===== src/rtl/fp_accumulator.sv =====
// Streaming accumulator wrapped around a combinational fp_adder: sums one packet per result.
// Optional macro FP_ACC_SAT_EN clamps overflowed sums to the largest finite value.
module fp_accumulator #(
  parameter int EXP_WIDTH      = 8,
  parameter int MANTISSA_WIDTH = 23,
  parameter int COUNT_WIDTH    = 16
) (
  input  logic                                clk_in,
  input  logic                                rst_n_in,
  input  logic [EXP_WIDTH+MANTISSA_WIDTH:0]   data_in,
  input  logic                                valid_in,
  input  logic                                last_in,
  output logic                                ready_out,
  output logic [EXP_WIDTH+MANTISSA_WIDTH:0]   add_a_out,
  output logic [EXP_WIDTH+MANTISSA_WIDTH:0]   add_b_out,
  input  logic [EXP_WIDTH+MANTISSA_WIDTH:0]   add_sum_in,
  input  logic                                add_ovf_in,
  input  logic                                add_unf_in,
  output logic [EXP_WIDTH+MANTISSA_WIDTH:0]   sum_out,
  output logic [COUNT_WIDTH-1:0]              count_out,
  output logic                                overflow_out,
  output logic                                underflow_out,
  output logic                                sum_valid_out,
  input  logic                                sum_ready_in
);

  localparam int W = 1 + EXP_WIDTH + MANTISSA_WIDTH;

  typedef enum logic [1:0] {
    IDLE = 2'd0,
    ACC  = 2'd1,
    DONE = 2'd2
  } state_t;

  state_t                 state_r;
  logic [W-1:0]           acc_r;
  logic [COUNT_WIDTH-1:0] count_r;
  logic                   ovf_r;
  logic                   unf_r;
  logic                   sum_valid_r;
  logic                   ready_r;
  logic                   accept_s;
  logic [W-1:0]           next_acc_s;
  logic [COUNT_WIDTH-1:0] count_inc_s;

  // Largest finite magnitude carrying the given sign.
  function automatic logic [W-1:0] max_finite(input logic sign);
    return {sign, {(EXP_WIDTH-1){1'b1}}, 1'b0, {MANTISSA_WIDTH{1'b1}}};
  endfunction

  assign accept_s  = valid_in & ready_r;
  assign add_a_out = acc_r;
  assign add_b_out = data_in;

  assign ready_out     = ready_r;
  assign sum_out       = acc_r;
  assign count_out     = count_r;
  assign overflow_out  = ovf_r;
  assign underflow_out = unf_r;
  assign sum_valid_out = sum_valid_r;

  // Select the value the running sum takes on an accept.
  always_comb begin
    next_acc_s = add_sum_in;
`ifdef FP_ACC_SAT_EN
    if (add_ovf_in) begin
      next_acc_s = max_finite(add_sum_in[W-1]);
    end else begin
      next_acc_s = add_sum_in;
    end
`endif
  end

  // Element counter sticks at all-ones instead of wrapping.
  always_comb begin
    if (&count_r) begin
      count_inc_s = count_r;
    end else begin
      count_inc_s = count_r + {{(COUNT_WIDTH-1){1'b0}}, 1'b1};
    end
  end

  // Packet state machine; all outputs come straight from these registers.
  always_ff @(posedge clk_in) begin
    if (!rst_n_in) begin
      state_r     <= IDLE;
      acc_r       <= {W{1'b0}};
      count_r     <= {COUNT_WIDTH{1'b0}};
      ovf_r       <= 1'b0;
      unf_r       <= 1'b0;
      sum_valid_r <= 1'b0;
      ready_r     <= 1'b1;
    end else begin
      case (state_r)
        IDLE, ACC: begin
          if (accept_s) begin
            acc_r <= next_acc_s;
            if (state_r == IDLE) begin
              count_r <= {{(COUNT_WIDTH-1){1'b0}}, 1'b1};
              ovf_r   <= add_ovf_in;
              unf_r   <= add_unf_in;
            end else begin
              count_r <= count_inc_s;
              ovf_r   <= ovf_r | add_ovf_in;
              unf_r   <= unf_r | add_unf_in;
            end
            if (last_in) begin
              state_r     <= DONE;
              sum_valid_r <= 1'b1;
              ready_r     <= 1'b0;
            end else begin
              state_r     <= ACC;
              sum_valid_r <= 1'b0;
              ready_r     <= 1'b1;
            end
          end else begin
            state_r <= state_r;
          end
        end
        DONE: begin
          if (sum_ready_in) begin
            state_r     <= IDLE;
            acc_r       <= {W{1'b0}};
            count_r     <= {COUNT_WIDTH{1'b0}};
            ovf_r       <= 1'b0;
            unf_r       <= 1'b0;
            sum_valid_r <= 1'b0;
            ready_r     <= 1'b1;
          end else begin
            state_r <= DONE;
          end
        end
        default: begin
          state_r     <= IDLE;
          acc_r       <= {W{1'b0}};
          count_r     <= {COUNT_WIDTH{1'b0}};
          ovf_r       <= 1'b0;
          unf_r       <= 1'b0;
          sum_valid_r <= 1'b0;
          ready_r     <= 1'b1;
        end
      endcase
    end
  end

endmodule


===== config.mk =====
export PLATFORM = sky130hd
export DESIGN_NAME = fp_accumulator
export DESIGN_NICKNAME = d
export VERILOG_FILES = /design/src/rtl/fp_accumulator.sv
export SDC_FILE = /design/constraint.sdc
export NUM_CORES = 1
export LEC_CHECK = 0
export BUFFER_PORTS_ARGS = -buffer_cell sky130_fd_sc_hd__buf_4
export CORE_MARGIN = 2
export CORE_UTILIZATION = 46
export DETAILED_ROUTE_END_ITERATION = 10
export GPL_TIMING_DRIVEN = 0
export PLACE_DENSITY_LB_ADDON = 0.25
export REMOVE_ABC_BUFFERS = 1
export SLEW_MARGIN = 20
export SYNTH_ARGS = -nofsm -noshare
export SYNTH_HDL_FRONTEND = slang
export SYNTH_SLANG_ARGS = --single-unit

===== constraint.sdc =====
create_clock -name clk_in -period 4.1 [get_ports clk_in]
set_input_delay 0.615 -clock clk_in [delete_from_list [all_inputs] [get_ports clk_in]]
set_output_delay 0.615 -clock clk_in [all_outputs]
set_load 0.01 [all_outputs]

# --- After elaboration in Yosys (flattened, before gate mapping) ---
# Index checks and enable logic that the tools add are counted.
totals:
  regBits: 54
  output_inout_bits: 116
classes:
  n_addsub: 1
  eq_ne: 5
  mux: 26
  bitwise_logic: 3
  n_reduce_logical: 5
ops:
  columns: ["operator", "count"]
  rows:
  - ["$mux 16", 4]
  - ["$mux 32", 2]
  - ["$pmux 32 s2", 1]
  - ["$pmux 16 s2", 1]
  - ["$add 16x1->16 const B", 1]
  - ["$reduce_and 16->1", 1]
  - ["$mux 1", 10]
  - ["$pmux 1 s2", 4]
  - ["$mux 2", 3]
  - ["$ne 2x2->1 const B", 2]
  - ["$pmux 2 s2", 1]
  - ["$ne 3x3->1 const B", 1]
  - ["$reduce_and 3->1", 1]
  - ["$eq 2x1->1 const B", 1]
  - ["$eq 2x2->1 const B", 1]
  - ["$logic_not 2->1", 1]
  - ["$or 1x1->1", 2]
  - ["$reduce_and 2->1", 1]
  - ["$reduce_or 2->1", 1]
  - ["$and 1x1->1", 1]

# --- Logic depth before layout (Yosys ltp) ---
depth:
  depth_word: 5
  ltp_mapped: 7
  depth_no_buf: 5

# --- Worst setup path before layout ---
# OpenSTA, ideal clock, no wires.
synth_path:
  path_kind: "reg2reg"
  startpoint: "register count_r[0], in the netlist count_out[0]"
  endpoint: "register count_r[14], in the netlist count_out[14]"
  setup_ns: 0.116
  t_arrival_ns: 1.486
  required_ns: 3.984
  path_slack_ns: 2.498
  stages_incl_launch_ff: 7
  period_less_slack_ns: 1.602
  cell_sequence: "dfxtp_1 ha_1 and4_1 buf_4 and3_1 a31o_2 o211a_1"
synth_via:
  elab_chain_cells: 5
  elab_cells_between_ends: 8
synth_lines:
  columns: ["element", "line", "source"]
  rows:
  - ["start: declaration", "37", "logic [COUNT_WIDTH-1:0] count_r;"]
  - ["start signal: assignment", "88", "count_r <= {COUNT_WIDTH{1'b0}};"]
  - ["start signal: assignment", "99", "count_r <= {{(COUNT_WIDTH-1){1'b0}}, 1'b1};"]
  - ["start signal: assignment", "103", "count_r <= count_inc_s;"]
  - ["$add 16x1->16", "79", "count_inc_s = count_r + {{(COUNT_WIDTH-1){1'b0}}, 1'b1};"]
  - ["$mux 16", "76", "if (&count_r) begin"]
  - ["$mux 16", "98", "if (state_r == IDLE) begin"]
  - ["$mux 16", "96", "if (accept_s) begin"]
  - ["$pmux 16 s2", "94", "case (state_r)"]
# Several ways; a longest one is shown, not always the timed one. The select of a mux whose other input is x is not followed.
# A chain may end at the register's enable or synchronous reset.

# --- Final worst setup path ---
layout_path:
  startpoint: "register state_r[1]"
  endpoint: "register count_r[8], in the netlist count_out[8]"
layout_via:
  elab_chain_cells: 4
  elab_cells_between_ends: 11
layout_lines:
  columns: ["element", "line", "source"]
  rows:
  - ["start: declaration", "35", "state_t state_r;"]
  - ["start signal: assignment", "117", "state_r <= state_r;"]
  - ["$eq 2x1->1 or $logic_not 2->1 (tied branches)", "94, 98", null]
  - ["$reduce_or 2->1 or $mux 16 (tied branches)", "94, 98", null]
  - ["$ne 3x3->1 (no source line) (tied with other cells)", null, null]
  - ["$reduce_and 3->1 (no source line) or $pmux 16 s2 (tied branches)", null, null]
# Several ways; a longest one is shown, not always the timed one. The select of a mux whose other input is x is not followed.

==> flow_results.org <==
** Status
- Result of the run :: finished, final reports clean

** Floorplanning
- In this run the standard cell core region covers about 6200 µm².
- Measured along the y axis, the die boundary spans 83.7 µm.
- Effective utilization at floorplan :: 46.8%
- Ports placed on the boundary :: 187
- The die covers 7000 µm².
- The initialized floorplan defines 29 standard-cell rows.
- Chip Width :: roughly 84 µm

** Critical path
- The worst setup path is captured at a register.
- STA puts the critical path data arrival time at between 2 and 2.5 ns.
- The critical path is of the reg -> reg type.
- CP required :: 4.36 ns
- CP startpoint kind :: register
- Crit Path Max Fanout :: 39

** Drt
- In the routed layout, each cell is associated on average with a via count of around 5.6.
- The detail route stage leaves a number of antenna-violating nets equal to 0.
- Number of detailed-routing iterations run before antenna repair :: 5
- Routed via count :: about 2,500
- After detailed routing, the average wire length per cell comes to 17.6 µm.
- After the first detailed-routing iteration, the DRC count stood at 152.
- DRC Markers :: 0
- The final layout contains routed wiring with a total length of between 7 and 8 mm.

** Synth
- By area the synthesized netlist is led by sky130_fd_sc_hd__dfxtp_1 (37%), sky130_fd_sc_hd__buf_4 (17%), sky130_fd_sc_hd__a22oi_1 (8.2%), sky130_fd_sc_hd__nor2b_1 (6.9%), sky130_fd_sc_hd__nand2_1 (2.6%).
- Post-synth top area share :: 37.0%
- Library cell occupying the most area in the post-synthesis netlist :: sky130_fd_sc_hd__dfxtp_1
- After synthesis the netlist holds a flip-flop and latch count of between 50 and 60.
- Most instantiated library cell after synthesis :: sky130_fd_sc_hd__buf_4
- The most used flip-flop cell after synthesis is sky130_fd_sc_hd__dfxtp_1.
- Number of instances in the synthesized netlist :: about 330
- Summed instance area of the synthesized netlist :: 2920 µm²
- Yosys mapped a number of flops with a built-in enable equal to 0.
- Commonest cells in the netlist :: sky130_fd_sc_hd__buf_4 (67), sky130_fd_sc_hd__dfxtp_1 (54), sky130_fd_sc_hd__a22oi_1 (32), sky130_fd_sc_hd__nor2b_1 (32), sky130_fd_sc_hd__nand2_1 (20)
- Synth async-reset ratio :: 0%
- Mean Syn Cell Area :: 8.99 µm²
- Sequential element share of the synthesized area :: between 30% and 40%
- Synthesis instantiated 51 different standard cells from the library.
- During synthesis, Yosys emitted a total of 0 warnings.

** Placed design
- The wire-length estimate of the detail-placed layout is 5.67 mm.
- After detailed placement, the total cell area comes to 3380 µm².
- The count of buffers added on input and output ports is ~120.
- Global placer's final weighted congestion :: 0.822

** STA
- Pins Over Slew Limit :: 0
- Crit share post-route :: a little under half
- Setup violations remaining at the end of the flow were counted as 0.
- Unrepaired setup endpoints after global routing :: false
- For this run, the top clock speed supported by timing is 508 MHz.
- Number of hold-slack violations in the final timing report :: 0
- Final critical delay including setup and external delays :: between 1.5 and 2 ns
- The clock arrives with between 0.007 and 0.008 ns of skew.
- Total negative slack for setup checks :: 0 ns
- Slew at the pin closest to its max-slew limit :: slightly above 0.8 ns
- Measured against its own limit, the worst slew margin works out to 45.0%.

** Clock network
- CTS tree :: done
- The clock reaches the later pin of the worst-skew pair after 0.31 ns.
- Clk buf depth :: 2
- The H-tree generated during clock tree synthesis spans 2 levels.
- Clock sink total :: 54
- Cts bufs inserted :: 5
- For this design, the CTS-stage hold fixing added 0 buffers.
- Setup Buffers After CTS :: 0
- Register clock-pin slew on the reported worst setup and hold paths :: 0.09 ns
- Post-CTS repair changed the size of 0 cells.
- Clock tree synthesis selected as its root buffer the cell sky130_fd_sc_hd__clkbuf_8.

** GRT
- Entering global routing, the biggest net connects 53 pins.
- Wire length of the first global-routing pass :: 12.3 mm
- The number of antenna violations at the first check in global routing is 0.
- Total grt overflow :: 0
- GRT Resource Usage Total :: 21.9%
- Via count of the first global-routing pass :: around 2,300

** Cells and area
- Fraction of layout cells with a size suffix above 1 :: between 30 and 40%
- The finished cells cover 3490 µm².
- The repair_antennas step left the layout with diodes totalling 0.
- Compared with the post-synthesis result, the final layout area differs by 19.4%.
- Counting the fill cells in the layout gives 580.
- Layout Nets :: around 450

** Worst hold path
- Worst min-delay path category :: reg -> reg

** Pwr
- Highest ir drop seen on vdd :: between 0.00015 and 0.0002 V
- In this run the power density over the cells is 334 nW/µm².
- Leakage power of the design :: 0.00153 µW

** Flow run
- Max-cap violations in this run came to 0.
## metrics by stage
step	cells	setup WS, ns	total power, µW	hold slack (ns)	utilization (%)
4_1_cts	450	2.15	1180	0.468	55.9
3_3_place_gp	442	0.256	804	0.443	53.7
3_5_place_dp	443	1.90	812	0.450	54.1
2_1_floorplan	243	1.42	681	0.479	-
5_1_grt	450	2.00	1220	0.478	55.9
6_report	450	2.13	1170	0.470	55.9
## logic make-up (layout without fill, tap and decap cells)
logic type	after synthesis	count (layout)	share of synthesized area (%)
simple gates	106	106	21.6
buf+inv	83	131	20.1
compound gates	79	79	20.1
flops	54	54	37.0
mux	2	2	0.685
fa+ha+maj	1	1	0.428
## power breakdown
group | internal (µW) | total, µW | switching [µW]
clock | 196 | 367 | 171
combinational | 117 | 223 | 106
sequential | 551 | 577 | 26.3
## cells in the final DEF (no fill, tap or decap), types with 2 or more instances in the layout
cell type                  Yosys  routed
sky130_fd_sc_hd__buf_4        67     122
sky130_fd_sc_hd__dfxtp_1      54      54
sky130_fd_sc_hd__a22oi_1      32      32
sky130_fd_sc_hd__nor2b_1      32      32
sky130_fd_sc_hd__nand2_1      20      20
sky130_fd_sc_hd__nand3_1      14      14
sky130_fd_sc_hd__o21ai_0      10      10
sky130_fd_sc_hd__and3_1        7       7
sky130_fd_sc_hd__clkbuf_8      0       6
sky130_fd_sc_hd__and4_1        5       5
sky130_fd_sc_hd__nand4_1       5       5
sky130_fd_sc_hd__o22a_1        5       5
sky130_fd_sc_hd__nor3_1        4       4
sky130_fd_sc_hd__a21boi_1      4       4
sky130_fd_sc_hd__o21ai_1       3       3
sky130_fd_sc_hd__o211a_1       3       3
sky130_fd_sc_hd__nor4_1        3       3
sky130_fd_sc_hd__o211ai_1      2       2
sky130_fd_sc_hd__o21a_1        2       2
sky130_fd_sc_hd__nand3b_1      2       2
sky130_fd_sc_hd__nor3b_1       2       2
sky130_fd_sc_hd__mux2i_1       2       2
sky130_fd_sc_hd__a21oi_1       2       2
sky130_fd_sc_hd__a31o_2        2       2
sky130_fd_sc_hd__a21boi_0      2       2
sky130_fd_sc_hd__nor2_1        3       2
## area by class of cell
class	count	area (µm²)	area share [%]
Tap cell	77	96.3	2.76
Sequential cell	54	1080	31.0
Clock inverter	1	30.0	0.861
Clock buffer	6	82.6	2.37
Timing Repair Buffer	123	936	26.8
Inverter	1	3.75	0.108
Multi-Input combinational cell	188	1260	36.1
## flip-flops by register name, indices dropped and copies added, names as in the netlist
register and flops:
count_out 16, sum_valid_out 1, underflow_out 1, overflow_out 1
add_a_out 32, ready_out 1, state_r 2
## layer usage
| metal | vias up | share of wire [%] | GRT usage, % | wire length, µm |
|---|---|---|---|---|
| met2 | 136 | 42 | 28.9 | 3320 |
| met4 | 0 | 0.86 | 5.28 | 68 |
| met1 | 1196 | 44 | 30.2 | 3460 |
| met5 | - | 0 | 3.79 | 0 |
| met3 | 5 | 13 | 12.8 | 1070 |
| li1 | 1199 | - | - | - |
## final timing paths
check | to | startpoint | depth (start not counted) | slack [ns]
worst max register to register | count_out[8] | state_r[1] | 4 | 2.13
worst max-delay path | count_out[8] | state_r[1] | 4 | 2.13
worst min register to register | sum_valid_out | sum_valid_out | 2 | 0.47
worst min-delay path | sum_valid_out | sum_valid_out | 2 | 0.47
## worst max-delay path, stage by stage (launching register included)
cell                      delay (ns)
sky130_fd_sc_hd__dfxtp_1        0.39
sky130_fd_sc_hd__and3b_2        0.81
sky130_fd_sc_hd__and3_1         0.38
sky130_fd_sc_hd__a31oi_1        0.10
sky130_fd_sc_hd__o21ba_2        0.23
Power figures use the tool's default switching activity.
